File: src/rtl/memshare_sched_ctrl_if.sv
// Request and register-file write handshakes between the host side and the memShare sequencer.
// The master drives valid and payload. The slave returns ready.
interface memshare_sched_ctrl_if #(
    parameter int SHARE_GROUP_SIZE        = 5,
    parameter int RQST_ADDR_BITWIDTH      = 2,
    parameter int L1PA_REGFILE_ADDR_WIDTH = 6,
    parameter int L1PA_REGFILE_PAGE_WIDTH = 7
);
    logic                                         rqst_valid_i;
    logic                                         rqst_ready_o;
    logic [RQST_ADDR_BITWIDTH*SHARE_GROUP_SIZE-1:0] rqst_addr_i;
    logic                                         cfg_valid_i;
    logic                                         cfg_ready_o;
    logic [L1PA_REGFILE_ADDR_WIDTH-1:0]           cfg_waddr_i;
    logic [L1PA_REGFILE_PAGE_WIDTH-1:0]           cfg_wdata_i;

    modport master (
        output rqst_valid_i, rqst_addr_i, cfg_valid_i, cfg_waddr_i, cfg_wdata_i,
        input  rqst_ready_o, cfg_ready_o
    );

    modport slave (
        input  rqst_valid_i, rqst_addr_i, cfg_valid_i, cfg_waddr_i, cfg_wdata_i,
        output rqst_ready_o, cfg_ready_o
    );
endinterface

File: src/rtl/memshare_sched_ctrl.sv
// Sequencer for SCU.memShare(): holds the request, waits PIPE_LAT cycles, then streams L1PA shifts registered one cycle later.
// Requests and config writes are accepted only in IDLE, and config wins a tie.
module memshare_sched_ctrl #(
    parameter int SHARE_GROUP_SIZE        = 5,
    parameter int RQST_ADDR_BITWIDTH      = 2,
    parameter int L1PA_REGFILE_ADDR_WIDTH = 6,
    parameter int L1PA_REGFILE_PAGE_WIDTH = 7,
    parameter int PIPE_LAT                = 3,
    parameter int MAX_PATTERNS            = 8
) (
    input  logic                                           sys_clk,
    input  logic                                           rst,
    memshare_sched_ctrl_if.slave                           req_if,
    output logic [RQST_ADDR_BITWIDTH*SHARE_GROUP_SIZE-1:0] rqst_addr_o,
    output logic                                           scu_memShare_busy_o,
    output logic [L1PA_REGFILE_ADDR_WIDTH-1:0]             regType0_waddr_o,
    output logic [L1PA_REGFILE_PAGE_WIDTH-1:0]             regType0_wdata_o,
    output logic                                           regType0_we_o,
    input  logic [$clog2(SHARE_GROUP_SIZE)-1:0]            l1pa_shift_i,
    input  logic                                           isGtr_i,
    output logic                                           shift_valid_o,
    output logic [$clog2(SHARE_GROUP_SIZE)-1:0]            shift_o,
    output logic                                           shift_last_o,
    output logic                                           done_o,
    output logic                                           err_overrun_o
);
    localparam int ADDR_W  = RQST_ADDR_BITWIDTH * SHARE_GROUP_SIZE;
    localparam int SHIFT_W = $clog2(SHARE_GROUP_SIZE);
    localparam int LAT_W   = $clog2(PIPE_LAT + 1);
    localparam int PAT_W   = $clog2(MAX_PATTERNS + 1);

    typedef enum logic [1:0] {
        S_IDLE   = 2'd0,
        S_WAIT   = 2'd1,
        S_STREAM = 2'd2
    } state_t;

    state_t                               state_q;
    logic [LAT_W-1:0]                     lat_cnt_q;
    logic [PAT_W-1:0]                     pat_cnt_q;
    logic [ADDR_W-1:0]                    rqst_addr_q;
    logic                                 busy_q;
    logic [L1PA_REGFILE_ADDR_WIDTH-1:0]   waddr_q;
    logic [L1PA_REGFILE_PAGE_WIDTH-1:0]   wdata_q;
    logic                                 we_q;
    logic                                 shift_valid_q;
    logic [SHIFT_W-1:0]                   shift_q;
    logic                                 shift_last_q;
    logic                                 done_q;
    logic                                 err_q;

    // Only the two ready signals are combinational; everything else leaves a flop.
    assign req_if.cfg_ready_o  = (state_q == S_IDLE);
    assign req_if.rqst_ready_o = (state_q == S_IDLE) && !req_if.cfg_valid_i;

    always_ff @(posedge sys_clk) begin
        if (rst) begin
            state_q       <= S_IDLE;
            lat_cnt_q     <= '0;
            pat_cnt_q     <= '0;
            rqst_addr_q   <= '0;
            busy_q        <= 1'b0;
            waddr_q       <= '0;
            wdata_q       <= '0;
            we_q          <= 1'b0;
            shift_valid_q <= 1'b0;
            shift_q       <= '0;
            shift_last_q  <= 1'b0;
            done_q        <= 1'b0;
            err_q         <= 1'b0;
        end else begin
            we_q          <= 1'b0;
            shift_valid_q <= 1'b0;
            shift_last_q  <= 1'b0;
            done_q        <= 1'b0;
            case (state_q)
                S_IDLE: begin
                    if (req_if.cfg_valid_i) begin
                        we_q    <= 1'b1;
                        waddr_q <= req_if.cfg_waddr_i;
                        wdata_q <= req_if.cfg_wdata_i;
                    end else if (req_if.rqst_valid_i) begin
                        rqst_addr_q <= req_if.rqst_addr_i;
                        busy_q      <= 1'b1;
                        lat_cnt_q   <= '0;
                        state_q     <= S_WAIT;
                    end
                end
                S_WAIT: begin
                    lat_cnt_q <= lat_cnt_q + LAT_W'(1);
                    if (lat_cnt_q == LAT_W'(PIPE_LAT - 1)) begin
                        pat_cnt_q <= '0;
                        state_q   <= S_STREAM;
                    end
                end
                S_STREAM: begin
                    shift_valid_q <= 1'b1;
                    shift_q       <= l1pa_shift_i;
                    pat_cnt_q     <= pat_cnt_q + PAT_W'(1);
                    // A full table without the last-pattern flag is forced to end and flagged.
                    if (isGtr_i || (pat_cnt_q == PAT_W'(MAX_PATTERNS - 1))) begin
                        shift_last_q <= 1'b1;
                        done_q       <= 1'b1;
                        busy_q       <= 1'b0;
                        state_q      <= S_IDLE;
                        if (!isGtr_i) begin
                            err_q <= 1'b1;
                        end
                    end
                end
                default: state_q <= S_IDLE;
            endcase
        end
    end

    assign rqst_addr_o         = rqst_addr_q;
    assign scu_memShare_busy_o = busy_q;
    assign regType0_waddr_o    = waddr_q;
    assign regType0_wdata_o    = wdata_q;
    assign regType0_we_o       = we_q;
    assign shift_valid_o       = shift_valid_q;
    assign shift_o             = shift_q;
    assign shift_last_o        = shift_last_q;
    assign done_o              = done_q;
    assign err_overrun_o       = err_q;
endmodule

File: src/flat_wrapper.sv
// flat-port wrapper written by rule: the top's interface ports become plain ports
module memshare_sched_ctrl_flat 
#(
    parameter int SHARE_GROUP_SIZE        = 5,
    parameter int RQST_ADDR_BITWIDTH      = 2,
    parameter int L1PA_REGFILE_ADDR_WIDTH = 6,
    parameter int L1PA_REGFILE_PAGE_WIDTH = 7,
    parameter int PIPE_LAT                = 3,
    parameter int MAX_PATTERNS            = 8
)
  (sys_clk, rst, rqst_addr_o, scu_memShare_busy_o, regType0_waddr_o, regType0_wdata_o, regType0_we_o, l1pa_shift_i, isGtr_i, shift_valid_o, shift_o, shift_last_o, done_o, err_overrun_o, req_if_rqst_valid_i, req_if_rqst_addr_i, req_if_cfg_valid_i, req_if_cfg_waddr_i, req_if_cfg_wdata_i, req_if_rqst_ready_o, req_if_cfg_ready_o);
  memshare_sched_ctrl_if #(.SHARE_GROUP_SIZE(SHARE_GROUP_SIZE), .RQST_ADDR_BITWIDTH(RQST_ADDR_BITWIDTH), .L1PA_REGFILE_ADDR_WIDTH(L1PA_REGFILE_ADDR_WIDTH), .L1PA_REGFILE_PAGE_WIDTH(L1PA_REGFILE_PAGE_WIDTH)) req_if_i ();
  input  logic sys_clk;
  input  logic rst;
  output logic [RQST_ADDR_BITWIDTH*SHARE_GROUP_SIZE-1:0] rqst_addr_o;
  output logic scu_memShare_busy_o;
  output logic [L1PA_REGFILE_ADDR_WIDTH-1:0] regType0_waddr_o;
  output logic [L1PA_REGFILE_PAGE_WIDTH-1:0] regType0_wdata_o;
  output logic regType0_we_o;
  input  logic [$clog2(SHARE_GROUP_SIZE)-1:0] l1pa_shift_i;
  input  logic isGtr_i;
  output logic shift_valid_o;
  output logic [$clog2(SHARE_GROUP_SIZE)-1:0] shift_o;
  output logic shift_last_o;
  output logic done_o;
  output logic err_overrun_o;
  input wire logic [$bits(req_if_i.rqst_valid_i)-1:0] req_if_rqst_valid_i;
  input wire logic [$bits(req_if_i.rqst_addr_i)-1:0] req_if_rqst_addr_i;
  input wire logic [$bits(req_if_i.cfg_valid_i)-1:0] req_if_cfg_valid_i;
  input wire logic [$bits(req_if_i.cfg_waddr_i)-1:0] req_if_cfg_waddr_i;
  input wire logic [$bits(req_if_i.cfg_wdata_i)-1:0] req_if_cfg_wdata_i;
  output wire logic [$bits(req_if_i.rqst_ready_o)-1:0] req_if_rqst_ready_o;
  output wire logic [$bits(req_if_i.cfg_ready_o)-1:0] req_if_cfg_ready_o;
  assign req_if_i.rqst_valid_i = req_if_rqst_valid_i;
  assign req_if_i.rqst_addr_i = req_if_rqst_addr_i;
  assign req_if_i.cfg_valid_i = req_if_cfg_valid_i;
  assign req_if_i.cfg_waddr_i = req_if_cfg_waddr_i;
  assign req_if_i.cfg_wdata_i = req_if_cfg_wdata_i;
  assign req_if_rqst_ready_o = req_if_i.rqst_ready_o;
  assign req_if_cfg_ready_o = req_if_i.cfg_ready_o;
  memshare_sched_ctrl #(.SHARE_GROUP_SIZE(SHARE_GROUP_SIZE), .RQST_ADDR_BITWIDTH(RQST_ADDR_BITWIDTH), .L1PA_REGFILE_ADDR_WIDTH(L1PA_REGFILE_ADDR_WIDTH), .L1PA_REGFILE_PAGE_WIDTH(L1PA_REGFILE_PAGE_WIDTH), .PIPE_LAT(PIPE_LAT), .MAX_PATTERNS(MAX_PATTERNS)) u_core (.sys_clk(sys_clk), .rst(rst), .req_if(req_if_i), .rqst_addr_o(rqst_addr_o), .scu_memShare_busy_o(scu_memShare_busy_o), .regType0_waddr_o(regType0_waddr_o), .regType0_wdata_o(regType0_wdata_o), .regType0_we_o(regType0_we_o), .l1pa_shift_i(l1pa_shift_i), .isGtr_i(isGtr_i), .shift_valid_o(shift_valid_o), .shift_o(shift_o), .shift_last_o(shift_last_o), .done_o(done_o), .err_overrun_o(err_overrun_o));
endmodule
File: config.mk
export PLATFORM = sky130hd
export DESIGN_NAME = memshare_sched_ctrl_flat
export DESIGN_NICKNAME = d
export VERILOG_FILES = /design/src/rtl/memshare_sched_ctrl_if.sv /design/src/rtl/memshare_sched_ctrl.sv /design/src/flat_wrapper.sv
export SDC_FILE = /design/constraint.sdc
export NUM_CORES = 1
export LEC_CHECK = 0
export CORE_MARGIN = 3
export CORE_UTILIZATION = 45
export DETAILED_ROUTE_END_ITERATION = 10
export PLACE_DENSITY = 0.84
export REMOVE_ABC_BUFFERS = 1
export SLEW_MARGIN = 20
export SYNTH_ARGS = -nofsm -noshare
export SYNTH_HDL_FRONTEND = slang
export SYNTH_SLANG_ARGS = --single-unit
File: constraint.sdc
create_clock -name sys_clk -period 3.4 [get_ports sys_clk]
set_input_delay 0.68 -clock sys_clk [delete_from_list [all_inputs] [get_ports sys_clk]]
set_output_delay 0.68 -clock sys_clk [all_outputs]
set_load 0.02 [all_outputs]
Word-level counts from Yosys, hierarchy flattened:

Cells that the tools add are included.

* flip-flop bits (word level): 39
* input bits: 31
* logic and storage cells: 59

* add/subtract/negate cells: 2
* equality and inequality tests: 8
* mux-type cells: 17
* bitwise operators: 4
* reduce and logical (&&, ||, !) cells: 16

Operators by type and width (number)
* $mux 2: 6
* $reduce_and 3->1: 3
* $pmux 4 s2: 1
* $reduce_and 4->1: 2
* $mux 1: 6
* $pmux 2 s3: 1
* $reduce_bool 2->1: 3
* $add 4x1->4 const B: 1
* $eq 2x2->1 const B: 2
* $eq 4x3->1 const B: 1
* $mux 4: 1
* $ne 2x1->1 const B: 2
* $ne 2x2->1 const B: 2
* $not 1->1: 4
* $pmux 2 s2: 1
* $reduce_and 2->1: 2
* $reduce_or 2->1: 2
* $add 2x1->2 const B: 1
* $eq 2x1->1 const B: 1
* $logic_not 2->1: 1
* $pmux 1 s2: 1
* $logic_and 1x1->1: 1
* $logic_not 1->1: 1
* $logic_or 1x1->1: 1

Longest topological paths before layout:

Gate-level depths: netlist (run 1).

* word-level depth: 4
* gate-level depth with buffers: 5
* gate-level depth less buffers: 5

Worst setup path before layout (run 1):

Ideal clock, no wire load.

* path kind: in2out
* from: input port req_if_cfg_valid_i
* to: output port req_if_rqst_ready_o
* arrival: 1.135 ns
* data required time: 2.720 ns
* path slack: 1.585 ns
* stages on the path: 1
* cells stage by stage: nor3_1

* cells in the longest elaborated chain, start to end: 2

RTL lines
* from (decl): RTL line flat_wrapper.sv:29 `input wire logic [$bits(req_if_i.cfg_valid_i)-1:0] req_if_cfg_valid_i;`
* $logic_not 1->1: RTL line memshare_sched_ctrl.sv:54 `assign req_if.rqst_ready_o = (state_q == S_IDLE) && !req_if.cfg_valid_i;`
* $logic_and 1x1->1: RTL line memshare_sched_ctrl.sv:54
* to (decl): RTL line flat_wrapper.sv:32 `output wire logic [$bits(req_if_i.rqst_ready_o)-1:0] req_if_rqst_ready_o;`

Every way passes these cells.

Worst setup path after layout (run 1):

Same ends and word-level chain as after synthesis.

==> results.md, run 1 <==
- 4.91 — vias per std cell
- 0 — grt ovf
- 0 — max-slew violations
- 376 MHz — Fmax
- 18.3% — GRT Overall Usage
- 2 — level count of the clock H-tree
- 33 — number of distinct standard cells referenced by the synthesized netlist
- 4120 sq um — area enclosed by the die boundary
- u_core.pat_cnt_q[3] — Crit Reg-Reg Endpoint
- 268 — number of standard cells in the final layout excluding fillers
- 0.291 mV — worst-case vdd ir drop
- req_if_rqst_ready_o — endpoint of the most critical setup path
- 0.862 nW — leakage dissipation
- no — setup repair after global routing missed its margin
- 47.1% — layout-stage area growth over the synthesis result
- 9.47 sq um — post-synthesis area per instance
- 1.60 ns — FF-to-FF setup slack
- 0 — number of antenna violations at the first check in global routing
- 64 — count of buffers inserted at the top-level ports
- 0 — yosys warns
- finished, final reports clean — status
- 259 — filler cell count in the final layout
- 0.728 ns — worst setup timing slack at the placement stage
- 3460 um — final wirelength
- primary output — kind of capture point of the worst setup path
- 20 — floorplan row count
- 2 — worst-case clock buffer depth
- sky130_fd_sc_hd__dfxtp_1 (51%), sky130_fd_sc_hd__mux2i_1 (8.5%), sky130_fd_sc_hd__nand2_1 (6.9%), sky130_fd_sc_hd__a21oi_1 (5.3%), sky130_fd_sc_hd__nor2_1 (4.9%) — leading post-synthesis cells by cell area
- 0 — post-detailed-route count of antenna-violating nets
- sky130_fd_sc_hd__clkdlybuf4s50_1 (64), sky130_fd_sc_hd__dfxtp_1 (39), sky130_fd_sc_hd__nand2_1 (28) — highest-count cells in the layout ignoring fill and taps
- 65 — number of placed I/O pins
- 5 — top fanout value on the critical path
- u_core.state_q[1] — launching point of the worst reg2reg path
- 1360 — number of global-route vias before repair
- sky130_fd_sc_hd__clkbuf_4 — CTS Root Cell
- 25 — pin count of the biggest net entering global routing
- 48.1% — Max-slew headroom
- 0 — Hold Violations, Final
- 64.2 um — Die X-Extent
- 3 — Worst R2R Path Depth
- 0 — Final setup violation count
- 64.2 um — height of the die
- 0.460 ns — final worst hold slack
- 2650 um — Detail Placement HPWL
- 5920 um — first-pass GRT wire length
- 0.776 ns — transition at the pin with the smallest max-transition slack
- 0.730 — weighted congestion reported at the end of routability-driven placement
- 0.737 ns — Final WS setup
- 51.2% — portion of synthesized cell area occupied by the leading cell type
- 0 — setup bufs post-CTS
- 0.10 ns — clock-pin slew reported for the worst setup and hold paths after clock tree synthesis
- 12.9 um — routed wirelength normalized by instance count
- 4 — 1st-pass router iterations
- 0 — Resized cells post-CTS
- 0 — DRC Markers
- 256 — final layout net count
- 51.2% — part of the Yosys area used for sequential elements
- sky130_fd_sc_hd__dfxtp_1 — cell accounting for the most synthesized area
- 161 — post-synthesis instance total
- sky130_fd_sc_hd__clkdlybuf4s50_1 — most common cell after layout, fill and taps aside
- 781 sq um — Reg area
- 1316 — total number of vias
- req_if_cfg_valid_i — start point of the critical path
- 0.35 ns — later-pin clock latency in the skew report
- 39 — number of synthesized register bits
- 39 — sinks on the clock net
- register to register — worst min-delay path class
- 0 — antenna diode instance count
- 0 ns — Setup Total Neg Slack
- 260 — dpl cells
- yes — CTS tree
- 651 sq um — area used by multi-input combinational logic
- 3150 sq um — CORE AREA
- 48.4% — starting density of the core
- 0 — max-cap violations
- 1530 sq um — netlist area before placement
- 0 — number of hold-repair buffers added at the cts stage
- 2.72 ns — WP data required
- 1.98 ns — critical path arrival
- 434 nW/um^2 — Power Dens Cells
- 0.0106 ns — Worst Clk Skew
- 78.3% — final period utilization
- 2.66 ns — final worst path period need
- primary input to primary output — Worst Path Class, Setup
- 5 — CTS Buf Count
- 5.80% — proportion of layout cells with a drive suffix above 1
- primary input — startpoint types
- 65 — drt first-iter violations
## cell type report
type	instances	share of cell area, %
flip-flops and latches	39	34.8
multi-input cells	107	29.0
inverters	4	0.669
clock buffers	6	2.29
well taps	44	2.45
repair buffers	66	29.2
clock inverters	2	1.56
## how the worst min path moves through the flow
stage	endpoint	from	depth (start not counted)	slack, ns
global route	u_core.rqst_addr_o[1]	u_core.rqst_addr_o[1]	2	0.49
detailed placement	u_core.rqst_addr_o[1]	u_core.rqst_addr_o[1]	2	0.45
global placement	u_core.rqst_addr_o[1]	u_core.rqst_addr_o[1]	2	0.44
floorplan	u_core.lat_cnt_q[1]	u_core.lat_cnt_q[1]	2	0.44
CTS	u_core.rqst_addr_o[1]	u_core.rqst_addr_o[1]	2	0.46
finish	u_core.rqst_addr_o[1]	u_core.rqst_addr_o[1]	2	0.46
## report_power, final
| part | internal (W) | switching, W | leakage, nW | total, W |
|---|---|---|---|---|
| logic | 0.0000873 | 0.0000711 | 0.496 | 0.000158 |
| clock network | 0.000174 | 0.000151 | 0.0482 | 0.000325 |
| registers | 0.000477 | 0.0000130 | 0.318 | 0.000490 |
## state kept, by name (all words and copies together) (netlist names), 2 cells and up
register                 count
u_core.lat_cnt_q             2
u_core.pat_cnt_q             4
u_core.regType0_waddr_o      6
u_core.regType0_wdata_o      7
u_core.rqst_addr_o          10
u_core.shift_o               3
u_core.state_q               2
## synthesized netlist by cell type (all sizes together)
cell type,instances
buf,8
nor4b,1
or4b,1
and3b,2
xnor2,1
nor3b,2
ha,2
clkbuf,3
and2,1
nand2,28
o21ai,1
o31ai,1
a21oi,16
nand4,1
o221a,1
or4,2
a22o,1
nand2b,2
mux2,2
and4,1
inv,4
mux2i,13
a31oi,1
dfxtp,39
nor2b,1
nor4,2
nor2,20
nor3,4
## worst max-delay path: stages
cell                              delay [ns]
sky130_fd_sc_hd__clkdlybuf4s50_1        0.50
sky130_fd_sc_hd__nor3_1                 0.18
sky130_fd_sc_hd__clkdlybuf4s50_1        0.63
## metal layers
layer | part of all wire (%) | up-vias | track usage (%)
li1 | - | 665 | -
met1 | 43 | 590 | 19.7
met2 | 45 | 54 | 30.7
met3 | 9.9 | 7 | 8.96
met4 | 1.9 | 0 | 7.12
met5 | 0 | - | 0
## through the flow
step	power (W)	area (sq um)	util, %
3_5_place_dp	0.000659	2160	68.4
4_1_cts	0.000979	2240	71.2
5_1_grt	0.00102	2240	71.2
3_3_place_gp	0.000655	2160	68.4
2_1_floorplan	0.000566	1450	-
6_report	0.000973	2240	71.2
## cells by family after synthesis
logic type                 count (synthesis)  share of synthesized area (%)
DFF                                       39                           51.2
and+or+nand+nor                           68                           22.6
buffers and inverters                     15                           6.15
muxes                                     15                           10.0
AOI/OAI and AO/OA                         21                           7.79
adders and majority gates                  2                           1.64
xor gates and xnor gates                   1                          0.574
Note: power is estimated with default switching activity, not from simulation.
==> run 2, diff against run 1 <==
--- a/config.mk
+++ b/config.mk
@@ -6,9 +6,9 @@
 export NUM_CORES = 1
 export LEC_CHECK = 0
 export CORE_MARGIN = 3
-export CORE_UTILIZATION = 45
+export CORE_UTILIZATION = 41
 export DETAILED_ROUTE_END_ITERATION = 10
-export PLACE_DENSITY = 0.84
+export PLACE_DENSITY = 0.78
 export REMOVE_ABC_BUFFERS = 1
 export SLEW_MARGIN = 20
 export SYNTH_ARGS = -nofsm -noshare
==> constraint.sdc (replaced) <==
create_clock -name sys_clk -period 2.8 [get_ports sys_clk]
set_input_delay 0.56 -clock sys_clk [delete_from_list [all_inputs] [get_ports sys_clk]]
set_output_delay 0.56 -clock sys_clk [all_outputs]
set_load 0.02 [all_outputs]
==> results.md, run 2 (synthesized netlist as in run 1, its figures left out) <==
- 67.0 um — height of the die
- clkdlybuf4s50_1, nor3_1, clkdlybuf4s50_1 — critical path cell sequence
- 4 — 1st-pass router iterations
- 5 — top fanout value on the critical path
- 5.80% — proportion of layout cells with a drive suffix above 1
- 0 — max-cap violations
- 10 — number of flip-flops in the largest register
- 2.24 ns — WP data required
- 0.393 ns — Final WS setup
- 4490 sq um — area enclosed by the die boundary
- 0.757 ns — transition at the pin with the smallest max-transition slack
- 2280 sq um — final cell area excluding filler cells
- 64 — count of buffers inserted at the top-level ports
- 65 — number of placed I/O pins
- 1.85 ns — critical path arrival
- 2 — worst-case clock buffer depth
- 39 — sinks on the clock net
- 12.5 um — routed wirelength normalized by instance count
- sky130_fd_sc_hd__clkdlybuf4s50_1 — cell with the most instances on the worst path
- 0 — setup bufs post-CTS
- 0.07 ns — clock-pin slew reported for the worst setup and hold paths after clock tree synthesis
- register to register — worst min-delay path class
- 1168 — number of global-route vias before repair
- 0 — Final setup violation count
- 296 — filler cell count in the final layout
- 0 — post-detailed-route count of antenna-violating nets
- finished, final reports clean — status
- 47 — drt first-iter violations
- sky130_fd_sc_hd__clkdlybuf4s50_1 — CP max stage cell
- 555 nW/um^2 — Power Dens Cells
- 0 ns — Setup Total Neg Slack
- 2340 um — Detail Placement HPWL
- 0 — number of antenna violations at the first check in global routing
- 781 sq um — Reg area
- 0 — max-slew violations
- 0.00262 ns — Worst Clk Skew
- 67.0 um — Die X-Extent
- 0.63 ns — highest cell delay on the worst timing path
- 2 — level count of the clock H-tree
- 5 — CTS Buf Count
- 0.875 nW — leakage dissipation
- 2 — Bufs and invs on worst path
- 3370 um — final wirelength
- 2.41 ns — final worst path period need
- yes — CTS tree
- 256 — final layout net count
- 4.77 — vias per std cell
- sky130_fd_sc_hd__clkdlybuf4s50_1 (64), sky130_fd_sc_hd__dfxtp_1 (39), sky130_fd_sc_hd__nand2_1 (28) — highest-count cells in the layout ignoring fill and taps
- 5290 um — first-pass GRT wire length
- 0.390 ns — worst setup timing slack at the placement stage
- 0.29 ns — later-pin clock latency in the skew report
- 49.4% — Max-slew headroom
- 21 — floorplan row count
- 0 — DRC Markers
- 1288 — total number of vias
- 0 — Resized cells post-CTS
- sky130_fd_sc_hd__clkdlybuf4s50_1 — most common cell after layout, fill and taps aside
- 49.3% — layout-stage area growth over the synthesis result
- 86.0% — final period utilization
- 0 — number of hold-repair buffers added at the cts stage
- 0 — antenna diode instance count
- no — setup repair after global routing missed its margin
- 651 sq um — area used by multi-input combinational logic
- 2160 sq um — Placement Cell Area
- 23 — pin count of the biggest net entering global routing
- primary output — kind of capture point of the worst setup path
- 3470 sq um — CORE AREA
- 0.754 — weighted congestion reported at the end of routability-driven placement
- 44.0% — starting density of the core
- 16.2% — GRT Overall Usage
- 0 — Hold Violations, Final
- primary input — startpoint types
- 0 — grt ovf
- 0.436 mV — worst-case vdd ir drop
- buffers and inverters — Largest delay share family, worst path
- 415 MHz — Fmax
- primary input to primary output — Worst Path Class, Setup
- sky130_fd_sc_hd__clkbuf_8 — CTS Root Cell
[run 2: through the flow]
stage	cells	power, W	util [%]	hold WS, ns
floorplan	150	0.000688	-	0.440
CTS	270	0.00128	65.7	0.458
global placement	262	0.000798	62.3	0.442
global route	270	0.00132	65.7	0.469
detailed placement	262	0.000800	62.3	0.447
finish	270	0.00126	65.7	0.453
[run 2: final timing paths]
| kind | start | to | slack, ns | cells past startpoint |
|---|---|---|---|---|
| min reg2reg | u_core.rqst_addr_o[3] | u_core.rqst_addr_o[3] | 0.45 | 2 |
| min | u_core.rqst_addr_o[3] | u_core.rqst_addr_o[3] | 0.45 | 2 |
| max | req_if_cfg_valid_i | req_if_rqst_ready_o | 0.39 | 3 |
| max reg2reg | u_core.state_q[1] | u_core.pat_cnt_q[3] | 1.03 | 3 |
[run 2: where the power goes]
part	internal, W	leakage, nW	switching, W
combinational	0.000106	0.496	0.0000862
clock	0.000288	0.0612	0.000190
sequential	0.000579	0.318	0.0000144
total	0.000973	0.875	0.000290
[run 2: metal layers]
layer / global-route usage [%] / routed length [um] / vias up
li1: - / - / 662
met1: 18.4 / 1490 / 579
met2: 25.2 / 1560 / 42
met3: 7.42 / 278 / 5
met4: 8.10 / 40 / 0
met5: 0 / 0 / -
[run 2: tightest hold or removal path, stage by stage (launching register included)]
cell	delay, ns
sky130_fd_sc_hd__dfxtp_1	0.31
sky130_fd_sc_hd__nand2_1	0.05
sky130_fd_sc_hd__a21oi_1	0.05
[run 2: cell type report]
cell class | count | area share (%)
clock buffer | 6 | 3.63
tap | 46 | 2.53
sequential | 39 | 34.3
multi-input combinational | 107 | 28.6
clock inverter | 2 | 1.54
inverter | 4 | 0.659
timing repair buffer | 66 | 28.8
